[src/rtl/fetch_stage_pkg.sv]
// fetch_stage_pkg: shared definitions for the 16-bit CPU fetch path.
//   - default RAM word-address width and machine word width
//   - instruction word-0 field positions (opcode / register number) and
//     helpers that slice them
//   - opcode constants
//   - fetch FSM state encodings
package fetch_stage_pkg;

  localparam int ADDR_W_DEF = 10;
  localparam int WORD_W     = 16;

  // Word 0 layout: opcode in the high byte, register number in the low byte.
  localparam int OP_MSB  = 15;
  localparam int OP_LSB  = 8;
  localparam int REG_MSB = 7;
  localparam int REG_LSB = 0;

  typedef enum logic [7:0] {
    OP_JMP      = 8'h01,
    OP_JZ       = 8'h02,
    OP_CALL     = 8'h03,
    OP_RET      = 8'h04,
    OP_LOADI    = 8'h05,
    OP_REG2RAM  = 8'h06,
    OP_RAM2REG  = 8'h07,
    OP_ADD      = 8'h08,
    OP_SUB      = 8'h09,
    OP_LOOPEQ   = 8'h0A
  } opcode_t;

  typedef enum logic [1:0] {
    ST_REQ0 = 2'd0,  // port idle, or issuing word 0
    ST_REQ1 = 2'd1,  // capture word 0, issue word 1
    ST_PUSH = 2'd2   // capture word 1, push entry
  } fetch_state_t;

  function automatic logic [7:0] word_op(input logic [WORD_W-1:0] w);
    return w[OP_MSB:OP_LSB];
  endfunction

  function automatic logic [7:0] word_regnum(input logic [WORD_W-1:0] w);
    return w[REG_MSB:REG_LSB];
  endfunction

endpackage

[src/rtl/fetch_stage_fifo.sv]
// fetch_fifo: synchronous FIFO holding decoded instructions.
// Ports:
//   clka, rst        clock, asynchronous active-high reset
//   flush            empty the FIFO at the next edge (wins over push/pop)
//   push, push_data  write one entry; accepted when not full or when a pop
//                    happens in the same cycle
//   pop              drop the head entry (ignored when empty)
//   head_data        current head entry
//   empty, count     occupancy status
// DEPTH must be a power of two so the pointers wrap naturally.
module fetch_fifo #(
  parameter  int WIDTH = 42,
  parameter  int DEPTH = 2,
  localparam int PTR_W = $clog2(DEPTH),
  localparam int CNT_W = PTR_W + 1
) (
  input  logic             clka,
  input  logic             rst,
  input  logic             flush,
  input  logic             push,
  input  logic [WIDTH-1:0] push_data,
  input  logic             pop,
  output logic [WIDTH-1:0] head_data,
  output logic             empty,
  output logic [CNT_W-1:0] count
);

  logic [WIDTH-1:0] mem_q [DEPTH];
  logic [WIDTH-1:0] mem_d [DEPTH];
  logic [PTR_W-1:0] wr_ptr_q, wr_ptr_d;
  logic [PTR_W-1:0] rd_ptr_q, rd_ptr_d;
  logic [CNT_W-1:0] count_q, count_d;
  logic             do_push, do_pop;

  always_comb begin
    do_pop   = pop && (count_q != '0);
    do_push  = push && ((count_q != CNT_W'(DEPTH)) || do_pop);
    mem_d    = mem_q;
    wr_ptr_d = wr_ptr_q;
    rd_ptr_d = rd_ptr_q;
    count_d  = count_q;
    if (flush) begin
      wr_ptr_d = '0;
      rd_ptr_d = '0;
      count_d  = '0;
    end else begin
      if (do_push) begin
        mem_d[wr_ptr_q] = push_data;
        wr_ptr_d        = wr_ptr_q + PTR_W'(1);
      end
      if (do_pop) begin
        rd_ptr_d = rd_ptr_q + PTR_W'(1);
      end
      case ({do_push, do_pop})
        2'b10:   count_d = count_q + CNT_W'(1);
        2'b01:   count_d = count_q - CNT_W'(1);
        default: count_d = count_q;
      endcase
    end
  end

  // Storage is cleared too so the head fields read as zero out of reset.
  always_ff @(posedge clka or posedge rst) begin
    if (rst) begin
      for (int i = 0; i < DEPTH; i++) mem_q[i] <= '0;
      wr_ptr_q <= '0;
      rd_ptr_q <= '0;
      count_q  <= '0;
    end else begin
      mem_q    <= mem_d;
      wr_ptr_q <= wr_ptr_d;
      rd_ptr_q <= rd_ptr_d;
      count_q  <= count_d;
    end
  end

  assign head_data = mem_q[rd_ptr_q];
  assign empty     = (count_q == '0);
  assign count     = count_q;

endmodule

[src/rtl/fetch_stage.sv]
// fetch_stage: instruction fetch for the 16-bit CPU.
// Owns RAM port B, fetches two-word instructions into a small FIFO, shares
// the port with execute-stage data loads, and handles jump redirects.
// Ports:
//   clka, rst                      clock, asynchronous active-high reset
//   mem_en, mem_addr, mem_rdata    RAM port B (read data one cycle after edge)
//   out_valid, out_ready           instruction handshake to execute
//   out_op, out_regnum, out_imm,
//   out_pc                         head instruction fields, pc of word 0
//   redirect, redirect_pc          jump: flush and refetch from redirect_pc
//   dreq_valid, dreq_addr,
//   dreq_ready                     data-load request, accepted when port free
//   dresp_valid, dresp_data        data-load result, one cycle after accept
module fetch_stage #(
  parameter int ADDR_W     = fetch_stage_pkg::ADDR_W_DEF,
  parameter int FIFO_DEPTH = 2
) (
  input  logic              clka,
  input  logic              rst,
  output logic              mem_en,
  output logic [ADDR_W-1:0] mem_addr,
  input  logic [15:0]       mem_rdata,
  output logic              out_valid,
  input  logic              out_ready,
  output logic [7:0]        out_op,
  output logic [7:0]        out_regnum,
  output logic [15:0]       out_imm,
  output logic [ADDR_W-1:0] out_pc,
  input  logic              redirect,
  input  logic [ADDR_W-1:0] redirect_pc,
  input  logic              dreq_valid,
  input  logic [ADDR_W-1:0] dreq_addr,
  output logic              dreq_ready,
  output logic              dresp_valid,
  output logic [15:0]       dresp_data
);

  import fetch_stage_pkg::*;

  localparam int ENTRY_W = 8 + 8 + WORD_W + ADDR_W;
  localparam int CNT_W   = $clog2(FIFO_DEPTH) + 1;

  fetch_state_t      state_q, state_d;
  logic [ADDR_W-1:0] fetch_pc_q, fetch_pc_d;
  logic [WORD_W-1:0] word0_q, word0_d;
  logic              dresp_valid_q, dresp_valid_d;

  logic [CNT_W-1:0]   fifo_count;
  logic               fifo_empty;
  logic [ENTRY_W-1:0] fifo_head;
  logic [ENTRY_W-1:0] push_data;
  logic               push, pop, in_push;
  logic [CNT_W:0]     cnt_next;
  logic               start_ok;

  assign pop       = out_valid && out_ready;
  assign in_push   = (state_q == ST_PUSH);
  assign push      = in_push && !redirect;
  assign push_data = {word_op(word0_q), word_regnum(word0_q), mem_rdata, fetch_pc_q};

  // Occupancy after this cycle's push/pop; a new instruction may only be
  // started when it is guaranteed a slot.
  assign cnt_next = {1'b0, fifo_count} + {{CNT_W{1'b0}}, in_push}
                  - {{CNT_W{1'b0}}, pop};
  assign start_ok = (cnt_next < (CNT_W + 1)'(FIFO_DEPTH));

  always_comb begin
    state_d       = state_q;
    fetch_pc_d    = fetch_pc_q;
    word0_d       = word0_q;
    mem_en        = 1'b0;
    mem_addr      = fetch_pc_q;
    dreq_ready    = 1'b0;
    case (state_q)
      ST_REQ0: begin
        // A pending load takes the port ahead of a new fetch.
        if (dreq_valid) begin
          dreq_ready = 1'b1;
          mem_en     = 1'b1;
          mem_addr   = dreq_addr;
        end else if (start_ok) begin
          mem_en  = 1'b1;
          state_d = ST_REQ1;
        end
      end
      ST_REQ1: begin
        word0_d  = mem_rdata;
        mem_en   = 1'b1;
        mem_addr = fetch_pc_q + ADDR_W'(1);
        state_d  = ST_PUSH;
      end
      ST_PUSH: begin
        fetch_pc_d = fetch_pc_q + ADDR_W'(2);
        if (start_ok) begin
          // Look-ahead: issue the next word 0 while pushing this entry.
          mem_en   = 1'b1;
          mem_addr = fetch_pc_q + ADDR_W'(2);
          state_d  = ST_REQ1;
        end else begin
          state_d = ST_REQ0;
          if (dreq_valid) begin
            dreq_ready = 1'b1;
            mem_en     = 1'b1;
            mem_addr   = dreq_addr;
          end
        end
      end
      default: state_d = ST_REQ0;
    endcase
    // Redirect overrides everything; any read issued now would be stale.
    if (redirect) begin
      dreq_ready = 1'b0;
      mem_en     = 1'b0;
      state_d    = ST_REQ0;
      fetch_pc_d = redirect_pc;
    end
    dresp_valid_d = dreq_ready;
  end

  always_ff @(posedge clka or posedge rst) begin
    if (rst) begin
      state_q       <= ST_REQ0;
      fetch_pc_q    <= '0;
      word0_q       <= '0;
      dresp_valid_q <= 1'b0;
    end else begin
      state_q       <= state_d;
      fetch_pc_q    <= fetch_pc_d;
      word0_q       <= word0_d;
      dresp_valid_q <= dresp_valid_d;
    end
  end

  fetch_fifo #(
    .WIDTH (ENTRY_W),
    .DEPTH (FIFO_DEPTH)
  ) u_fifo (
    .clka      (clka),
    .rst       (rst),
    .flush     (redirect),
    .push      (push),
    .push_data (push_data),
    .pop       (pop),
    .head_data (fifo_head),
    .empty     (fifo_empty),
    .count     (fifo_count)
  );

  assign out_valid = !fifo_empty;
  assign {out_op, out_regnum, out_imm, out_pc} = fifo_head;
  assign dresp_valid = dresp_valid_q;
  assign dresp_data  = mem_rdata;

endmodule
[config.mk]
export PLATFORM = sky130hd
export DESIGN_NAME = fetch_stage
export DESIGN_NICKNAME = d
export VERILOG_FILES = /design/src/rtl/fetch_stage_pkg.sv /design/src/rtl/fetch_stage_fifo.sv /design/src/rtl/fetch_stage.sv
export SDC_FILE = /design/constraint.sdc
export NUM_CORES = 1
export LEC_CHECK = 0
export BUFFER_PORTS_ARGS = -buffer_cell sky130_fd_sc_hd__buf_2
export CELL_PAD_IN_SITES_DETAIL_PLACEMENT = 1
export CELL_PAD_IN_SITES_GLOBAL_PLACEMENT = 2
export CORE_MARGIN = 4
export CORE_UTILIZATION = 30
export DETAILED_ROUTE_END_ITERATION = 8
export PLACE_DENSITY_LB_ADDON = 0.1
export SLEW_MARGIN = 20
export SYNTH_ARGS = -nofsm -noshare
export SYNTH_HDL_FRONTEND = slang
export SYNTH_HIERARCHICAL = 1
export SYNTH_SLANG_ARGS = --single-unit
[constraint.sdc]
create_clock -name clka -period 7.9 [get_ports clka]
set_input_delay 0.395 -clock clka [delete_from_list [all_inputs] [get_ports clka]]
set_output_delay 0.395 -clock clka [all_outputs]
set_load 0.05 [all_outputs]
---- Yosys cells after proc, flatten, opt, wreduce, memory -nomap -nowiden ----
Index checks and enable logic that the tools add are counted.
storage, ports and cells
  register bits after elaboration ......... 117
  latch bits .............................. 0
  input bits .............................. 41
  memory bits (writable) .................. 0
  memories ................................ 0
  ROM bits ................................ 0
  output and inout port bits .............. 72
cells by class
  $lt $le $gt $ge ......................... 4
  reduce and logical (&&, ||, !) cells .... 17
  divide/modulo/power cells ............... 0
  add/subtract/negate cells ............... 8
  multipliers ............................. 0
  eq/ne operators ......................... 7
  shift-type cells ........................ 0
  mux-type cells .......................... 31
  bitwise logic cells ..................... 3
operators by type and width
  cell                                                                           number
  42-bit 2-to-1 mux                                                              4
  84-bit bitwise mux                                                             1
  42-bit demux with 1-bit select                                                 1
  10-bit 2-to-1 mux                                                              4
  10-bit one-hot mux with 3 select lines                                         1
  1-bit 2-to-1 mux                                                               12
  10-bit by 1-bit adder with 10-bit output (second input constant)               1
  10-bit by 2-bit adder with 10-bit output (second input constant)               1
  2-bit 2-to-1 mux                                                               4
  2-bit nonzero test                                                             4
  3-bit inequality test (second input constant)                                  2
  2-bit one-hot mux with 3 select lines                                          1
  1-bit logical AND                                                              5
  2-bit by 1-bit == test with 1-bit output (second input constant)               2
  2-bit == test (second input constant)                                          2
  2-bit >= comparator (second input constant)                                    2
  2-bit logical NOT                                                              2
  1-bit NOT with 2-bit output                                                    2
  2-bit one-hot mux with 2 select lines                                          1
  2-bit AND reduction                                                            2
  2-bit by 1-bit adder with 3-bit output                                         1
  3-bit by 2-bit less-than comparator with 1-bit output (second input constant)  1
  1-bit one-hot mux with 3 select lines                                          1
  3-bit nonzero test                                                             1
  10 further kinds                                                               12

---- Longest topological paths before layout ----
Gate-level depths: netlist of run 1.
  depth after elaboration ................. 9
  gate-level depth with buffers ........... 12
  mapped depth without buffers ............ 9

---- Hierarchy ----
Netlist of run 1, hierarchy kept.
modules (own cells, without submodules)
  module       area an instance (µm²)  seq. area each (µm²)  times used  cells each
  fetch_fifo   4050.1                  2202.1                1           252
  fetch_stage  2154.6                  725.7                 1           268

---- Least setup slack after synthesis of run 1 ----
OpenSTA, ideal clock, no wires.
  path type ............................... register to output
  start ................................... register u_fifo.count_q[1], in the netlist u_fifo/count[1]
  end ..................................... output port mem_addr[9]
  required time ........................... 7.505 ns
  buffers on the path ..................... 1
  arrival ................................. 3.751 ns
  stages on the path, launching flop included .. 10
  slack ................................... 3.754 ns
  cell sequence ........................... dfrtp_1 -> nor2_1 -> nor2b_1 -> ha_1 -> nand2b_1 -> fa_1 -> xnor2_2 -> nand2_1 -> buf_2 -> a311oi_1
between the ends
  longest elaborated chain between the ends .. 7
  elaborated cells between the ends (all ways) .. 8
  classes of those cells .................. add/sub: 2; order compare: 1; mux: 2; reduce/logical: 3
ends and longest elaborated chain
  element                                                RTL line                text
  start, declared                                        fetch_stage_fifo.sv:32  logic [CNT_W-1:0] count_q, count_d;
  start signal, assigned                                 fetch_stage_fifo.sv:73  count_q <= count_d;
  2-bit logical NOT                                      fetch_stage_fifo.sv:78  assign empty = (count_q == '0);
  via fifo_empty                                         fetch_stage.sv:49       logic fifo_empty;
  1-bit logical NOT                                      fetch_stage.sv:149      assign out_valid = !fifo_empty;
  1-bit logical AND                                      fetch_stage.sv:56       assign pop = out_valid && out_ready;
  via pop                                                fetch_stage.sv:52       logic push, pop, in_push;
  3-bit by 1-bit subtractor with 3-bit output            fetch_stage.sv:64       - {{CNT_W{1'b0}}, pop};
  3-bit by 2-bit less-than comparator with 1-bit output  fetch_stage.sv:65       assign start_ok = (cnt_next < (CNT_W + 1)'(FIFO_DEPTH));
  10-bit 2-to-1 mux                                      fetch_stage.sv:94       if (start_ok) begin
  10-bit one-hot mux with 3 select lines                 fetch_stage.sv:74       case (state_q)
  end, declared                                          fetch_stage.sv:21       output logic [ADDR_W-1:0] mem_addr,
The timed path passes the listed nets, and every way through them passes these cells.

---- Final worst setup path of run 1 ----
  start ................................... register state_q[0]
  end ..................................... output port mem_addr[7]
between the ends
  longest elaborated chain between the ends .. 6
  elaborated cells between the ends (all ways) .. 8
  classes of those cells .................. add/sub: 2; order compare: 1; eq/ne: 2; mux: 2; reduce/logical: 1
ends and longest elaborated chain
  element                                                RTL line                              text
  start, declared                                        fetch_stage.sv:43                     fetch_state_t state_q, state_d;
  start signal, assigned                                 fetch_stage.sv:127                    state_q <= state_d;
  2-bit == test                                          fetch_stage.sv:57, fetch_stage.sv:74
  2-bit by 1-bit adder with 3-bit output                 fetch_stage.sv:63                     assign cnt_next = {1'b0, fifo_count} + {{CNT_W{1'b0}}, in_push}
  3-bit by 1-bit subtractor with 3-bit output            fetch_stage.sv:64
  3-bit by 2-bit less-than comparator with 1-bit output  fetch_stage.sv:65
  10-bit 2-to-1 mux                                      fetch_stage.sv:94
  10-bit one-hot mux with 3 select lines (*)             fetch_stage.sv:74
Every way passes the cells marked *; elsewhere a longest branch is shown, timed or not.

==> results.md, run 1 <==
* Syn_nets at 565
* Most frequent cells in the layout: dfrtp_1, buf_2, mux2_2
* Pin count of the biggest net entering global routing at 63
* Critical Path RT at 7.51 ns
* Multi-input gate area at 2920 µm²
* Vias in the first global route at 4803
* Core Box Area at roughly 20000 µm²
* DRT Pass-1 Iters at 4
* Worst setup startpoint: state_q[0]
* Post-Syn Area at 6205 µm²
* Tmin final at 4.633 ns
* # nets final at 651
* Cts bufs inserted at 17
* Seq. cell area at 2929 µm²
* Ports at 113
* Least-Margin Pin Slew at 0.9961 ns
* Yosys top cell area share at 47.19%
* Power Dens Cells at 302.4 nW/µm²
* Ys Warns at 6
* H-tree Lvls at 4
* Utilization after layout at a little over a third
* # rows at between 50 and 60
* CP Capture Type: output port
* DRC marker count from the first detailed-route iteration at 121
* Sequential area share after synthesis at 47.19%
* PortBufs at between 100 and 150
* DR WL/cell at between 15 and 20 µm
* All-Layer GR Usage at 14.49%
* Clk slew on worst S/H paths at roughly 0.06 ns
* Longest Clk Path Bufs at 2
* Fin Hold WS at slightly below 0.2 ns
* Switching pwr at 0.0008153 W
* Worst vdd ir at between 0.0001 and 0.00015 V
* Gate Count Post-Synth at 520
* Die area at 23050 µm²
* Avg Cell Area, Syn at 11.93 µm²
* Internal power at 0.001422 W
* Max Fclk at approximately 0.22 GHz
* Outcome: finished, final reports clean
* CTS tree: built
* Post-synth EDFFs at 0
* Dpl hpwl at 10860 µm
* First-pass GRT wire length at 27130 µm
* # diodes at 0
* Initial antenna violation count at 0
* Final period util at 58.64%
* Total negative slack at 0 ns
* Leakage power at 3.616 nW
* Routed Antenna Nets at 0
* Synth area leaders: dfrtp_1, mux2_2, mux2_4
* Fillers at 2268
* Rel. slew slack at 33.29%
* Max-slew violations at 0
* Reg2reg start: state_q[0]
* GRT Residual Overflow at 0
* Switching share of total power at between 30 and 40%
* Hold Path Class: primary input to flip-flop
* Most common cell after layout, fill and taps aside: dfrtp_1
* Clock network power share at 33.4%
* Setup Viol. Count Final at 0
* Crit path DAT at 4.24 ns
* Leading area contributor after synthesis: dfrtp_1
* Main synth FF type: dfrtp_1
* Clk sinks at 117
* Die W at 151.8 µm
* Root Buffer: clkbuf_16
* Critical path type: flip-flop to output port
* Startpoint types: flip-flop
* Clock skew at 0.008203 ns
* Routed WL at 16370 µm
* Hold wc startpoint: redirect_pc[6]
* Gate power share at 31.5%
* Die Span Y at 151.8 µm
* Seq pwr share at 35.1%
* Vias at 4300
* Vias per cell at 4.837
* Max-Cap Viols at 0
* Unrepaired setup endpoints after global routing: false
* Fraction of registers with async set/reset at 100.0%
* Placer congestion estimate at 0.7972
* Layout area overhead at 19.24%
* Final Hold Violating Endpoints at 0
* Initial Utilization at 30.57%
* Synth Register Bits at 117
* Worst skew pair latency at 0.41 ns
* Layout cells sized above 1 at 47.33%
* DRC viols at 0
* Maximum fanout along the worst path at 28
* Distinct cells, synth at 62
==> routing by layer <==
metal | up-vias | routed length, µm | GRT usage (%) | share of wire (%)
li1 | 1985 | - | - | -
met1 | 2211 | 7724 | 19.32 | 47
met2 | 91 | 7953 | 23.79 | 49
met3 | 13 | 479 | 2.929 | 2.9
met4 | 0 | 208 | 4.580 | 1.3
met5 | - | 0 | 0 | 0
==> state kept, by name, indices dropped and copies added, names as in the netlist <==
name,flops
dresp_valid,1
fetch_pc_q,10
state_q,2
u_fifo/count,2
u_fifo/mem_q,84
u_fifo/rd_ptr_q,1
u_fifo/wr_ptr_q,1
word0_q,16
==> repair_timing <==
item                      CTS  global route
gates resized for setup     0             0
hold endpoints to repair   26             0
hold buffers                1             0
buffers inserted            0             0
==> metrics by stage <==
step / setup WS [ns] / power [W] / cell area (µm²) / cells
final: 3.267 / 0.002237 / 7398 / 889
after global routing: 2.949 / 0.002357 / 7398 / 889
after CTS: 3.229 / 0.002277 / 7396 / 889
after detailed placement: 3.651 / 0.001508 / 6808 / 856
after global placement: 3.785 / 0.001494 / 6808 / 856
after floorplan: 3.754 / 0.001347 / 6205 / 520
==> power by group through the flow <==
stage | combinational, W | sequential [W] | clock [W]
after floorplan | 0.000586 | 0.000761 | 0
after global placement | 0.000707 | 0.000787 | 0
after detailed placement | 0.000712 | 0.000796 | 0
after CTS | 0.000717 | 0.000786 | 0.000774
after global routing | 0.000750 | 0.000801 | 0.000806
final | 0.000705 | 0.000785 | 0.000747
==> worst paths after layout <==
check	endpoint	slack, ns	cells past startpoint
worst max-delay path	mem_addr[7]	3.27	10
worst min-delay path	fetch_pc_q[6]	0.19	3
worst max register to register	u_fifo/mem_q[30]	4.47	7
worst min register to register	u_fifo/mem_q[39]	0.50	1
max in group asynchronous	u_fifo/rd_ptr_q	6.18	4
min in group asynchronous	u_fifo/mem_q[1]	0.53	3
==> synth_stat cells (2+ instances only) <==
cell,n
and3_1,2
clkbuf_1,15
ha_1,3
nand2_1,70
mux2i_1,6
buf_4,18
buf_2,10
a21oi_1,8
nor2b_1,6
xor2_1,7
mux2_2,90
o21ai_0,19
or3_1,4
a221oi_1,3
nor4_1,3
a32oi_1,2
a211oi_1,3
and2_1,2
a31oi_1,3
dfrtp_1,117
a22o_1,2
nor2_1,12
mux2_4,39
inv_1,7
o211ai_1,3
a311oi_1,3
xnor2_1,9
buf_12,4
nand2b_1,5
nor3_1,5
nand4_1,2
nand3_1,8
==> layout make-up <==
type	instances	share of cell area, %
clock buffer	20	6.038
inverter	8	0.4397
timing repair buffer	117	8.118
sequential	117	39.59
clock inverter	12	1.776
multi-input combinational	345	39.47
tap	270	4.566
==> worst max-delay path, cell delays in order (launching register included) <==
cell,delay (ns)
dfrtp_1,0.95
nor2b_4,0.13
inv_2,0.19
ha_1,0.25
nand2b_1,0.16
fa_1,0.44
xnor2_2,0.41
nand2_1,0.36
or3_1,0.43
a32oi_1,0.20
buf_2,0.30
==> logic make-up (layout without fill, tap and decap cells) <==
kind of cell | after synthesis | in the layout | share of synthesized area, %
AOI/OAI and AO/OA | 56 | 56 | 5.989
xor gates and xnor gates | 17 | 17 | 2.521
adders and majority gates | 4 | 4 | 0.9277
muxes | 135 | 135 | 26.74
and+or+nand+nor | 133 | 133 | 10.65
DFF | 117 | 117 | 47.19
buffers and inverters | 58 | 157 | 5.989
(Power assumes the default switching activity.)
==> run 2: changes to the inputs <==
==> constraint.sdc (replaced) <==
create_clock -name clka -period 4.5 [get_ports clka]
set_input_delay 0.225 -clock clka [delete_from_list [all_inputs] [get_ports clka]]
set_output_delay 0.225 -clock clka [all_outputs]
set_load 0.05 [all_outputs]
==> results.md, run 2 (synthesized netlist as in run 1, its figures left out) <==
* Outcome: finished, final reports clean
* Layout cells sized above 1 at 48.15%
* Critical Path RT at roughly 4.3 ns
* Register-to-register path setup slack at 1.61 ns
* # diodes at 0
* DRT Pass-1 Iters at 4
* Max FFs per register at 84
* WHS Path Cells at 3
* CP Capture Type: output port
* DRC viols at 0
* GRT Residual Overflow at 0
* Die area at roughly 23000 µm²
* Worst vdd ir at 0.0001614 V
* Placed Area at between 6000 and 7000 µm²
* Core Box Area at approximately 20000 µm²
* Largest regs: u_fifo/mem_q x84, word0_q x16, fetch_pc_q x10
* DRC marker count from the first detailed-route iteration at 92
* Initial antenna violation count at 0
* Total negative slack at 0 ns
* Dpl hpwl at around 11000 µm
* Clk slew on worst S/H paths at 0.06 ns
* Worst skew pair latency at 0.41 ns
* Least-Margin Pin Slew at roughly 0.92 ns
* All-Layer GR Usage at between 10 and 15%
* Seq. cell area at 2930 µm²
* Multi-input gate area at 2920 µm²
* Critical path type: flip-flop to output port
* CTS tree: built
* Most common cell after layout, fill and taps aside: dfrtp_1
* Post-Place Worst Slack at between 0.6 and 0.7 ns
* # nets final at 655
* Placer congestion estimate at around 0.84
* Vias in the first global route at between 4000 and 5000
* Max Fclk at ~0.24 GHz
* # rows at 52
* Routed WL at 16680 µm
* Crit path DAT at 3.89 ns
* Initial Utilization at 30.57%
* Clk sinks at between 100 and 150
* Startpoint types: flip-flop
* Leakage power at 3.637 nW
* Maximum fanout along the worst path at 10
* Clock skew at approximately 0.0077 ns
* Die Span Y at 151.8 µm
* Max-Cap Viols at 0
* Max-slew violations at 0
* Final period util at 91.40%
* H-tree Lvls at 4
* Hold Path Class: primary input to flip-flop
* Unrepaired setup endpoints after global routing: false
* Final Hold Violating Endpoints at 0
* Cts bufs inserted at 17
* PortBufs at 112
* Largest register by flop count: u_fifo/mem_q
* Fillers at 2232
* Longest Clk Path Bufs at 2
* DR WL/cell at between 15 and 20 µm
* R2R depth at 5
* First-pass GRT wire length at 27320 µm
* Vias at 4259
* Final worst slack at 0.3868 ns
* Pin count of the biggest net entering global routing at 57
* Most frequent cells in the layout: dfrtp_1, buf_2, mux2_2
* Die W at 151.8 µm
* Tmin final at just over 4 ns
* Rel. slew slack at 38.84%
* Number of setup buffers added after CTS at 0
* Setup Viol. Count Final at 0
* Power Dens Cells at 530.3 nW/µm²
* Layout area overhead at 20.00%
* Root Buffer: clkbuf_16
* Ports at 113
* Routed Antenna Nets at 0
* Post-route cell area at 7446 µm²
* Vias per cell at between 4 and 5
-- run 2: critical path, stage by stage (launching register included) --
cell,delay [ns]
dfrtp_1,0.56
nor2_1,0.12
nor2b_2,0.28
ha_1,0.28
nand2b_1,0.15
fa_1,0.45
xnor2_2,0.43
nand2_1,0.31
or3_1,0.42
a32oi_1,0.19
buf_2,0.29
-- run 2: layout make-up --
cell class                 count  share of cell area (%)
clock buffer                  17                   5.713
inverter                       8                  0.4369
tap                          270                   4.537
multi-input combinational    345                   39.22
clock inverter                15                   2.100
sequential                   117                   39.35
timing repair buffer         121                   8.637
-- run 2: stage by stage --
stage / std cells / hold WS, ns / utilization [%] / total power (W)
2_1_floorplan: 520 / 0.2914 / - / 0.002365
3_3_place_gp: 860 / 0.3963 / 33.75 / 0.002630
3_5_place_dp: 860 / 0.3986 / 33.75 / 0.002657
4_1_cts: 893 / 0.006283 / 36.66 / 0.004015
5_1_grt: 893 / 0.01619 / 36.68 / 0.004164
6_report: 893 / 0.02400 / 36.68 / 0.003949
-- run 2: timing repair --
action / in CTS / in global routing
resized for setup: 0 / 2
hold buffers: 1 / 0
endpoints found under the hold margin: 84 / 0
setup endpoints to repair: 0 / 4
-- run 2: layer usage --
metal	wire [µm]	up-vias	GRT usage, %
met5	0	-	0
met4	148	0	4.110
met3	507	13	3.100
met2	8324	86	24.87
met1	7699	2160	19.12
li1	-	2000	-
-- run 2: final timing paths --
kind	from	to
setup reg to reg	state_q[1]	u_fifo/mem_q[74]
setup / recovery	u_fifo/count[1]	mem_addr[7]
max in group asynchronous	rst	u_fifo/mem_q[12]
hold / removal	redirect_pc[8]	fetch_pc_q[8]
min in group asynchronous	rst	fetch_pc_q[0]
hold reg to reg	u_fifo/mem_q[16]	u_fifo/mem_q[16]
-- run 2: report_power, final --
group | switching (W) | internal [W]
clock | 0.000509 | 0.000816
combinational | 0.000816 | 0.000434
sequential | 0.000136 | 0.00124
==> run 3: changes to the inputs <==
--- a/config.mk
+++ b/config.mk
@@ -11,8 +11,8 @@
 export CORE_MARGIN = 4
 export CORE_UTILIZATION = 30
 export DETAILED_ROUTE_END_ITERATION = 8
+export MAX_ROUTING_LAYER = met4
 export PLACE_DENSITY_LB_ADDON = 0.1
-export SLEW_MARGIN = 20
 export SYNTH_ARGS = -nofsm -noshare
 export SYNTH_HDL_FRONTEND = slang
 export SYNTH_HIERARCHICAL = 1
==> results.md, run 3 (synthesized netlist as in run 1, its figures left out) <==
* CTS tree: built
* Vias in the first global route at between 4000 and 5000
* H-tree Lvls at 4
* Max-slew violations at 0
* Power after layout at 0.003949 W
* WHS Path Cells at 3
* Longest Clk Path Bufs at 2
* Layout area overhead at 20.00%
* Least-Margin Pin Slew at 0.9163 ns
* Routed WL at 16710 µm
* Number of setup buffers added after CTS at 0
* Tmin final at 4.139 ns
* Root Buffer: clkbuf_16
* Outcome: finished, final reports clean
* Largest regs: u_fifo/mem_q x84, word0_q x16, fetch_pc_q x10
* Placer congestion estimate at approximately 0.85
* Clk slew on worst S/H paths at 0.06 ns
* Dpl hpwl at 11220 µm
* Multi-input gate area at between 2000 and 3000 µm²
* Max-Cap Viols at 0
* Placed Area at roughly 6900 µm²
* Final period util at approximately nine tenths
* Max Fclk at 0.2416 GHz
* Clock skew at 0.007663 ns
* Hold Path Class: primary input to flip-flop
* Crit path DAT at 3.91 ns
* Vias at 4274
* Layout cells sized above 1 at between 40 and 50%
* Cts bufs inserted at 17
* Leakage power at around 3.6 nW
* Clk sinks at 117
* Utilization after layout at 36.68%
* Initial Utilization at between 30% and 40%
* DRC marker count from the first detailed-route iteration at 102
* Critical Path RT at approximately 4.3 ns
* Largest register by flop count: u_fifo/mem_q
* Die Span Y at 151.8 µm
* Setup Viol. Count Final at 0
* Startpoint types: flip-flop
* Die W at 151.8 µm
* Crit-path max cell delay at 0.56 ns
* GRT Residual Overflow at 0
* # rows at 52
* Die area at 23050 µm²
* # diodes at 0
* First-pass GRT wire length at 27320 µm
* Initial antenna violation count at 0
* CP Capture Type: output port
* PortBufs at roughly 110
* Critical-path cell list: nor2_1, nor2b_2, ha_1, nand2b_1, fa_1, xnor2_2, nand2_1, or3_1, a32oi_1, buf_2
* Most common cell after layout, fill and taps aside: dfrtp_1
* Pin count of the biggest net entering global routing at 57
* Power Dens Cells at 530.4 nW/µm²
* Unrepaired setup endpoints after global routing: false
* # nets final at roughly 660
* Vias per cell at 4.786
* Fillers at 2232
* Total negative slack at 0 ns
* Maximum fanout along the worst path at 10
* All-Layer GR Usage at 15.15%
* Routed Antenna Nets at 0
* Seq. cell area at 2930 µm²
* Post-route cell area at approximately 7400 µm²
* DR WL/cell at 18.72 µm
* Slowest-stage cell, CP: dfrtp_1
* R2R depth at 5
* Final Hold Violating Endpoints at 0
* DRC viols at 0
* DRT Pass-1 Iters at 4
* Core Box Area at 20300 µm²
* Max FFs per register at 84
* Rel. slew slack at 38.91%
* Worst skew pair latency at 0.41 ns
* Ports at 113
* Most frequent cells in the layout: dfrtp_1, buf_2, mux2_2
* Worst vdd ir at 0.0001614 V
* Critical path type: flip-flop to output port
## run 3: cell counts in the layout (fill, tap and decap cells not counted)
No cell type changed its count.
## run 3: final timing paths
check	startpoint	to	slack [ns]
min in group asynchronous	rst	fetch_pc_q[0]	0.49
worst min register to register	u_fifo/mem_q[16]	u_fifo/mem_q[16]	0.50
worst max-delay path	u_fifo/count[1]	mem_addr[7]	0.36
max in group asynchronous	rst	u_fifo/mem_q[12]	3.07
worst max register to register	state_q[1]	u_fifo/mem_q[74]	1.60
worst min-delay path	redirect_pc[8]	fetch_pc_q[8]	0.03
## run 3: per-stage QoR
step                cells  hold slack [ns]  setup WS, ns
floorplan             520           0.2914        0.5238
global placement      860           0.3963        0.7605
detailed placement    860           0.3986        0.6194
CTS                   893         0.006283        0.1685
global route          893          0.01616       0.07355
finish                893          0.02534        0.3607
## run 3: timing repair
action	CTS	global route
hold buffers	1	0
setup endpoints to repair	0	4
resized for setup	0	2
endpoints found under the hold margin	84	0
## run 3: power breakdown
group / switching [W] / internal, W / total [W]
Combinational: 0.000817 / 0.000434 / 0.00125
Clock: 0.000508 / 0.000816 / 0.00132
Sequential: 0.000137 / 0.00124 / 0.00137
Total: 0.00146 / 0.00249 / 0.00395
## run 3: cell type report
| cell class | instances | share of cell area [%] |
|---|---|---|
| clock buffer | 17 | 5.713 |
| clock inverter | 15 | 2.100 |
| inverter | 8 | 0.4369 |
| multi-input combinational | 345 | 39.22 |
| sequential | 117 | 39.35 |
| tap | 270 | 4.537 |
| timing repair buffer | 121 | 8.637 |
## run 3: metal layers
metal	vias to the layer above	part of all wire [%]	global-route usage, %
met5	-	0	-
met4	0	0.87	4.110
met3	13	3.3	2.929
met2	89	50	24.87
met1	2174	46	19.25
li1	1998	-	-
## run 3: critical path, delay by kind of cell (launching register included)
family,cells,cell delay (ns)
XOR/XNOR,1,0.45
buffers and inverters,1,0.29
AO/OA/AOI/OAI,1,0.19
adder cells (fa/ha/maj),2,0.73
AND/OR/NAND/NOR,5,1.28
flip-flops,1,0.56
